<file path="config.mk">
export PLATFORM = sky130hd
export DESIGN_NAME = muldiv_ctrl
export DESIGN_NICKNAME = d
export VERILOG_FILES = /design/src/rtl/muldiv_ctrl.sv
export SDC_FILE = /design/constraint.sdc
export NUM_CORES = 2
export LEC_CHECK = 0
export ABC_AREA = 1
export CAP_MARGIN = 20
export CORE_AREA = 2 2 388 274
export CTS_BUF_LIST = sky130_fd_sc_hd__clkbuf_8 sky130_fd_sc_hd__clkbuf_16
export DETAILED_ROUTE_END_ITERATION = 8
export DIE_AREA = 0 0 390 276
export PLACE_DENSITY_LB_ADDON = 0.05
export SLEW_MARGIN = 30
export SYNTH_ARGS = -nofsm -noshare
export SYNTH_HDL_FRONTEND = slang
export SYNTH_SLANG_ARGS = --single-unit
export TNS_END_PERCENT = 10
</file>
<file path="constraint.sdc">
create_clock -name clk -period 29.7 [get_ports clk]
set_input_delay 5.94 -clock clk [delete_from_list [all_inputs] [get_ports clk]]
set_output_delay 5.94 -clock clk [all_outputs]
set_load 0.05 [all_outputs]
</file>
<file path="src/rtl/muldiv_ctrl.sv">
// HI/LO sequencer for MULT/MULTU/DIV/DIVU: 32-step restoring divider plus a multiplier.
// Define MULDIV_ITER_MUL_EN for a 32-step shift-add multiplier; otherwise the multiply is single-cycle combinational.
module muldiv_ctrl (
  input  logic        clk,
  input  logic        rst,
  input  logic        start,
  input  logic [1:0]  op,
  input  logic [31:0] a,
  input  logic [31:0] b,
  input  logic        flush,
  output logic        busy,
  output logic        done,
  output logic [31:0] hi,
  output logic [31:0] lo
);

  typedef enum logic [1:0] {IDLE, RUN, DONE} state_t;

`ifdef MULDIV_ITER_MUL_EN
  localparam logic ITER_MUL = 1'b1;
`else
  localparam logic ITER_MUL = 1'b0;
`endif

  state_t      state_q, state_d;
  logic [4:0]  cnt_q, cnt_d;
  logic [31:0] rem_q, rem_d;
  logic [31:0] quo_q, quo_d;
  logic [31:0] opb_q, opb_d;
  logic        is_div_q, is_div_d;
  logic        q_neg_q, q_neg_d;
  logic        r_neg_q, r_neg_d;
  logic        done_q, done_d;
  logic [31:0] hi_q, hi_d;
  logic [31:0] lo_q, lo_d;

  logic        op_signed, op_div, multi_cycle, start_ok;
  logic [31:0] a_mag, b_mag;
  logic [32:0] rem_shift, diff;
  logic        div_ge;
  logic [31:0] div_rem, div_quo, div_lo, div_hi;

  assign op_signed   = ~op[0];
  assign op_div      = op[1];
  assign a_mag       = (op_signed && a[31]) ? (32'd0 - a) : a;
  assign b_mag       = (op_signed && b[31]) ? (32'd0 - b) : b;
  assign multi_cycle = op_div ? (b != 32'd0) : ITER_MUL;
  assign start_ok    = start && !flush && (state_q != RUN);

  // One restoring step: shift {rem, quo} left, trial-subtract, keep if non-negative.
  assign rem_shift = {rem_q, quo_q[31]};
  assign diff      = rem_shift - {1'b0, opb_q};
  assign div_ge    = ~diff[32];
  assign div_rem   = div_ge ? diff[31:0] : rem_shift[31:0];
  assign div_quo   = {quo_q[30:0], div_ge};
  assign div_lo    = q_neg_q ? (32'd0 - div_quo) : div_quo;
  assign div_hi    = r_neg_q ? (32'd0 - div_rem) : div_rem;

`ifdef MULDIV_ITER_MUL_EN
  logic [32:0] mul_sum;
  logic [31:0] mul_rem, mul_quo;
  logic [63:0] mul_prod, mul_res;

  // Shift-add: upper half accumulates the multiplicand, product shifts right into quo.
  assign mul_sum  = {1'b0, rem_q} + (quo_q[0] ? {1'b0, opb_q} : 33'd0);
  assign mul_rem  = mul_sum[32:1];
  assign mul_quo  = {mul_sum[0], quo_q[31:1]};
  assign mul_prod = {mul_rem, mul_quo};
  assign mul_res  = q_neg_q ? (64'd0 - mul_prod) : mul_prod;
`else
  logic [63:0] a_ext, b_ext, prod;

  assign a_ext = op_signed ? {{32{a[31]}}, a} : {32'd0, a};
  assign b_ext = op_signed ? {{32{b[31]}}, b} : {32'd0, b};
  assign prod  = a_ext * b_ext;
`endif

  always_comb begin
    state_d  = state_q;
    cnt_d    = cnt_q;
    rem_d    = rem_q;
    quo_d    = quo_q;
    opb_d    = opb_q;
    is_div_d = is_div_q;
    q_neg_d  = q_neg_q;
    r_neg_d  = r_neg_q;
    done_d   = 1'b0;
    hi_d     = hi_q;
    lo_d     = lo_q;

    case (state_q)
      RUN: begin
        rem_d = div_rem;
        quo_d = div_quo;
`ifdef MULDIV_ITER_MUL_EN
        if (!is_div_q) begin
          rem_d = mul_rem;
          quo_d = mul_quo;
        end
`endif
        cnt_d = cnt_q + 5'd1;
        if (cnt_q == 5'd31) begin
          state_d = DONE;
          done_d  = 1'b1;
          hi_d    = div_hi;
          lo_d    = div_lo;
`ifdef MULDIV_ITER_MUL_EN
          if (!is_div_q) begin
            hi_d = mul_res[63:32];
            lo_d = mul_res[31:0];
          end
`endif
        end
      end
      default: begin
        state_d = IDLE;
        if (start_ok) begin
          cnt_d    = 5'd0;
          is_div_d = op_div;
          q_neg_d  = op_signed && (a[31] ^ b[31]);
          r_neg_d  = op_signed && a[31];
          rem_d    = 32'd0;
          if (op_div) begin
            quo_d = a_mag;
            opb_d = b_mag;
            if (b == 32'd0) begin
              state_d = DONE;
              done_d  = 1'b1;
              hi_d    = a;
              lo_d    = '1;
            end else begin
              state_d = RUN;
            end
          end else begin
`ifdef MULDIV_ITER_MUL_EN
            quo_d   = b_mag;
            opb_d   = a_mag;
            state_d = RUN;
`else
            state_d = DONE;
            done_d  = 1'b1;
            hi_d    = prod[63:32];
            lo_d    = prod[31:0];
`endif
          end
        end
      end
    endcase

    // Flush aborts everything but leaves the architectural HI/LO untouched.
    if (flush) begin
      state_d = IDLE;
      done_d  = 1'b0;
      cnt_d   = 5'd0;
      hi_d    = hi_q;
      lo_d    = lo_q;
    end
  end

  always_ff @(posedge clk) begin
    if (rst) begin
      state_q  <= IDLE;
      cnt_q    <= 5'd0;
      rem_q    <= 32'd0;
      quo_q    <= 32'd0;
      opb_q    <= 32'd0;
      is_div_q <= 1'b0;
      q_neg_q  <= 1'b0;
      r_neg_q  <= 1'b0;
      done_q   <= 1'b0;
      hi_q     <= 32'd0;
      lo_q     <= 32'd0;
    end else begin
      state_q  <= state_d;
      cnt_q    <= cnt_d;
      rem_q    <= rem_d;
      quo_q    <= quo_d;
      opb_q    <= opb_d;
      is_div_q <= is_div_d;
      q_neg_q  <= q_neg_d;
      r_neg_q  <= r_neg_d;
      done_q   <= done_d;
      hi_q     <= hi_d;
      lo_q     <= lo_d;
    end
  end

  assign busy = !rst && ((((state_q == IDLE) || (state_q == DONE)) && start && !flush && multi_cycle)
                         || ((state_q == RUN) && !flush));
  assign done = done_q;
  assign hi   = hi_q;
  assign lo   = lo_q;

endmodule

</file>
Word level (Yosys, flattened, before mapping)
Index checks and enable logic that the tools add are counted.

word-level totals
  register bits after elaboration = 170
  input bits = 70
  output and inout port bits = 66
  word-level logic and storage cells = 87

cells by class
  add/sub/neg operators = 6
  $mul = 1
  equality and inequality tests = 6
  multiplexer cells = 35
  bitwise gates (word level) = 5
  reductions and logical operators = 24

operators with widths
  cell                   number
  $mux 32                20
  $mux 64                2
  $sub 1x32->32 const A  4
  $mul 64x64->64         1
  $sub 33x32->33         1
  $logic_not 32->1       1
  $reduce_bool 32->1     1
  $logic_and 1x1->1      10
  $mux 2                 5
  $mux 5                 2
  $mux 1                 6
  $add 5x1->5 const B    1
  $eq 5x5->1 const B     1
  $not 1->1              4
  $reduce_and 2->1       2
  $reduce_and 4->1       1
  $reduce_bool 2->1      2
  $ne 3x1->1 const B     1
  $reduce_and 3->1       1
  $eq 2x1->1 const B     1
  $eq 2x2->1 const B     1
  $logic_not 1->1        2
  $logic_not 2->1        1
  $logic_or 1x1->1       2
  other kinds (4)        4

Longest topological paths before layout
  word-level depth = 7
  gate-level depth with buffers = 46
  gate-level depth less buffers = 44

Worst setup path after synthesis
OpenSTA, ideal clock, no wires.

  path type = input-to-reg
  start point = in a[31]
  end point = reg hi_q[24], in the netlist hi[24]
  library setup time = 0.070 ns
  data arrival time = 14.964 ns
  required time = 29.630 ns
  setup slack = 14.666 ns
  cell stages on the path = 35
  path buffers = 4
  cells stage by stage = clkbuf_1 > nand2_1 > inv_1 > clkbuf_1 > clkbuf_1 > clkbuf_1 > nand2_1 > fa_1 > inv_1 > fa_1 > fa_1 > inv_1 > fa_1 > inv_1 > fa_1 > fa_1 > fa_1 > fa_1 > fa_1 > inv_1 > fa_1 > inv_1 > ha_1 > nand2_1 > nor2_1 > inv_1 > nor2_1 > nand2_1 > or2_2 > a31o_2 > nand3_1 > o211ai_1 > o21ai_0 > inv_1 > a21oi_1

between the ends
  longest elaborated chain between the ends = 5

RTL lines
  element               line  text
  start, declared       8     input logic [31:0] a,
  $mux 64               73    assign a_ext = op_signed ? {{32{a[31]}}, a} : {32'd0, a};
  $mul 64x64->64        75    assign prod = a_ext * b_ext;
  $mux 32               123   if (op_div) begin
  $mux 32               117   if (start_ok) begin
  $mux 32               91    case (state_q)
  end signal, assigned  183   hi_q <= hi_d;
  end, declared         34    logic [31:0] hi_q, hi_d;

Every way passes these cells. The select of a mux whose other input is x is not followed.
A chain may end at the register's enable or synchronous reset.

Worst setup path in the final report
  start point = in op[0]
  end point = reg hi_q[24], in the netlist hi[24]

between the ends
  longest elaborated chain between the ends = 5
  elaborated cells on any way between the ends = 6
  classes of those cells = mul: 1; mux: 5

RTL lines
  element                     line    text
  start, declared             7       input logic [1:0] op,
  $mux 64 (on tied branches)  73, 74
  $mul 64x64->64 (*)          75
  $mux 32 (*)                 123
  $mux 32 (*)                 117
  $mux 32 (*)                 91

Every way passes the cells marked *; elsewhere a longest branch is shown, timed or not. The select of a mux whose other input is x is not followed.

==> impl_metrics.ini <==
[status]
status = completed

[setup_path]
critPathMaxStageDelay_ps = 960
crit_required_ps = 30090
crit_slowest_cell = clkinv_1
worstSetupPathType = in2reg
reg2reg_to = lo[30]
critPathMaxFanout = 33
reg2regPathDepth = 28
crit_path_start_kind = input port
worstReg2RegStart = opb_q[25]
crit_arrival_ps = 17160
critPathMostFrequentCell = fa_1
setup.reg_to_reg.worst_slack_ps = 24610
end_kind = register

[yosys]
synth-compound-area-share = 0.0707
synth_top_area_cell = fa_1
synthTopCellsByCount = inv_1, nand2_1, fa_1
muxShareOfSynthArea = 0
ys_seq_elements = 170
synth_edf_count = 0
synth_xor_xnor_area_share = 0.0184
synthAdderAreaFrac = 0.529
synthArstFlopShare = 0
synth_top_area_frac = 0.459
synth-simple-area-share = 0.154
syn_nets = 9864
ys_warn_count = 0
yosysMostFrequentCell = inv_1
synth_top_flop_cell = dfxtp_1
synth_top_family_by_area = adder cells
ys_seq_area_frac = 0.0549
syn_area_per_cell_um2 = 7.72
synth.distinct_cells = 65
synth_area_um2 = 62000
synthCells = 8027
yosys-top-cells-area = fa_1, inv_1, nand2_1

[final_layout]
drive_above_1_share = 0.0366
syn_to_final_growth_pct = 4.45
nets = 9757
fin_util = 0.624

[die]
rows = 99
core_area_um2 = 104000
pin_count = 136
initial_utilization = 0.597
die_width_um = 390
die_h_um = 276
dieArea_um2 = 108000

[clocking]
cts_root_buffer = clkbuf_16
clockBufferDepth = 2
clk_pin_slew_ps = 70
clock-sinks = 170
cts_resized = 0
clk_latency_ps = 460
cts_buffers = 17
cts_setup_buffers = 0
htree_levels = 4
cts_hold_buf = 0
tritoncts = done

[routing]
drcViolationCount = 0
wl_met3_mm = 28.9
drt_first_pass_iters = 6
avgRoutedWirePerCell_um = 23.0
antenna_left = 0
dr.first_iter.drc_count = 5459
wl_mm = 214
dr_wl_met2_mm = 89.1
met1_length_mm = 89.1
vias_per_cell = 5.56
via_count = 51700
routed.top_layer = met5

[sta]
fin_tns_setup_ps = 0
max_freq_mhz = 59.6
drv_slew = 0
whs_ps = 469
final_hold_viol_count = 0
fin_crit_ps = 16770
setup_viol = 0
skew_ps = 14.9
rsz0062_at_grt = false
relSlewSlack = 0.318
worst_pin_slew_ps = 1010
period_share = 0.565

[global_route]
grt_pass1_vias = 53300
gr-total-overflow = 0
antenna_found_initial = 5
grt_max_degree = 98
grt_first_pass_wirelength_mm = 328
gr-usage-all-layers = 0.408

[placed_design]
dp_hpwl_mm = 173
portBuffers = 135
gp_congestion = 1.06

[run]
maxCapViolCount = 0

[min_path]
min_from = quo_q[30]
min_path_type = reg2reg
min_to = quo_q[30]
hold_depth = 2
layout by cell type (no fill, tap or decap), drive strengths merged, types with 10 or more instances in the layout:
| master | count |
|---|---|
| a31oi | 40 |
| inv | 2493 |
| o2111ai | 10 |
| xnor2 | 58 |
| nor3 | 48 |
| nor4 | 15 |
| o21a | 10 |
| clkdlybuf4s50 | 81 |
| o221ai | 15 |
| fa | 1420 |
| nand4 | 50 |
| dfxtp | 170 |
| xor2 | 72 |
| nand3 | 137 |
| o211ai | 26 |
| a21oi | 318 |
| o21bai | 17 |
| nor2 | 378 |
| clkinv | 10 |
| o21ai | 268 |
| buf | 148 |
| nand2 | 1654 |
| ha | 347 |
| or2 | 45 |
| clkbuf | 18 |
| a21o | 19 |
cell families (layout without fill, tap and decap cells):
| group | count (synthesis) | count (layout) |
|---|---|---|
| compound gates | 772 | 772 |
| xor+xnor | 130 | 130 |
| fa+ha+maj | 1767 | 1767 |
| buf+inv | 2845 | 2751 |
| flops | 170 | 170 |
| other cells | 0 | 5 |
| simple gates | 2343 | 2343 |
worst max path at each step:
stage | endpoint | from | cells after the start
after floorplan | hi[24] | a[31] | 35
after global placement | hi[24] | op[0] | 35
after detailed placement | hi[24] | op[0] | 35
after CTS | hi[24] | op[0] | 35
after global routing | hi[24] | op[0] | 35
final | hi[24] | op[0] | 35
per-layer routing:
layer,vias up,global-route usage
met3,334,0.133
li1,22800,-
met5,-,0
met4,6,0.106
met1,25600,0.585
met2,2930,0.598
worst max-delay path: cells and delay by family:
kind	cells	cell delay (ps)
fa+ha+maj	11	5740
buf+inv	12	2810
simple gates	8	2040
compound gates	4	570
sequential cells by signal, indices dropped and copies added, names as in the netlist, 2 cells and up:
register  count
state_q       2
cnt_q         5
rem_q        32
opb_q        32
lo           32
hi           32
quo_q        32
per-stage QoR:
step | worst slack (ps) | cells | area [um2]
after floorplan | 14670 | 8027 | 62000
after global placement | 12720 | 9264 | 64100
after detailed placement | 12600 | 9264 | 64100
after CTS | 13070 | 9296 | 64700
after global routing | 12340 | 9296 | 64700
final | 12930 | 9301 | 64700
cell type report:
cell class                 instances  area [um2]
multi-input combinational       5012       47900
sequential                       170        3400
inverter                        2490        9350
antenna                            5        12.5
timing repair buffer             229        1800
clock inverter                    14         170
tap                             1363        1710
fill                            9424       39100
clock buffer                      18         439
Power is left out: the tool's default activity adds up to more than one toggle a clock period on the data nets, which glitch-free logic cannot reach.
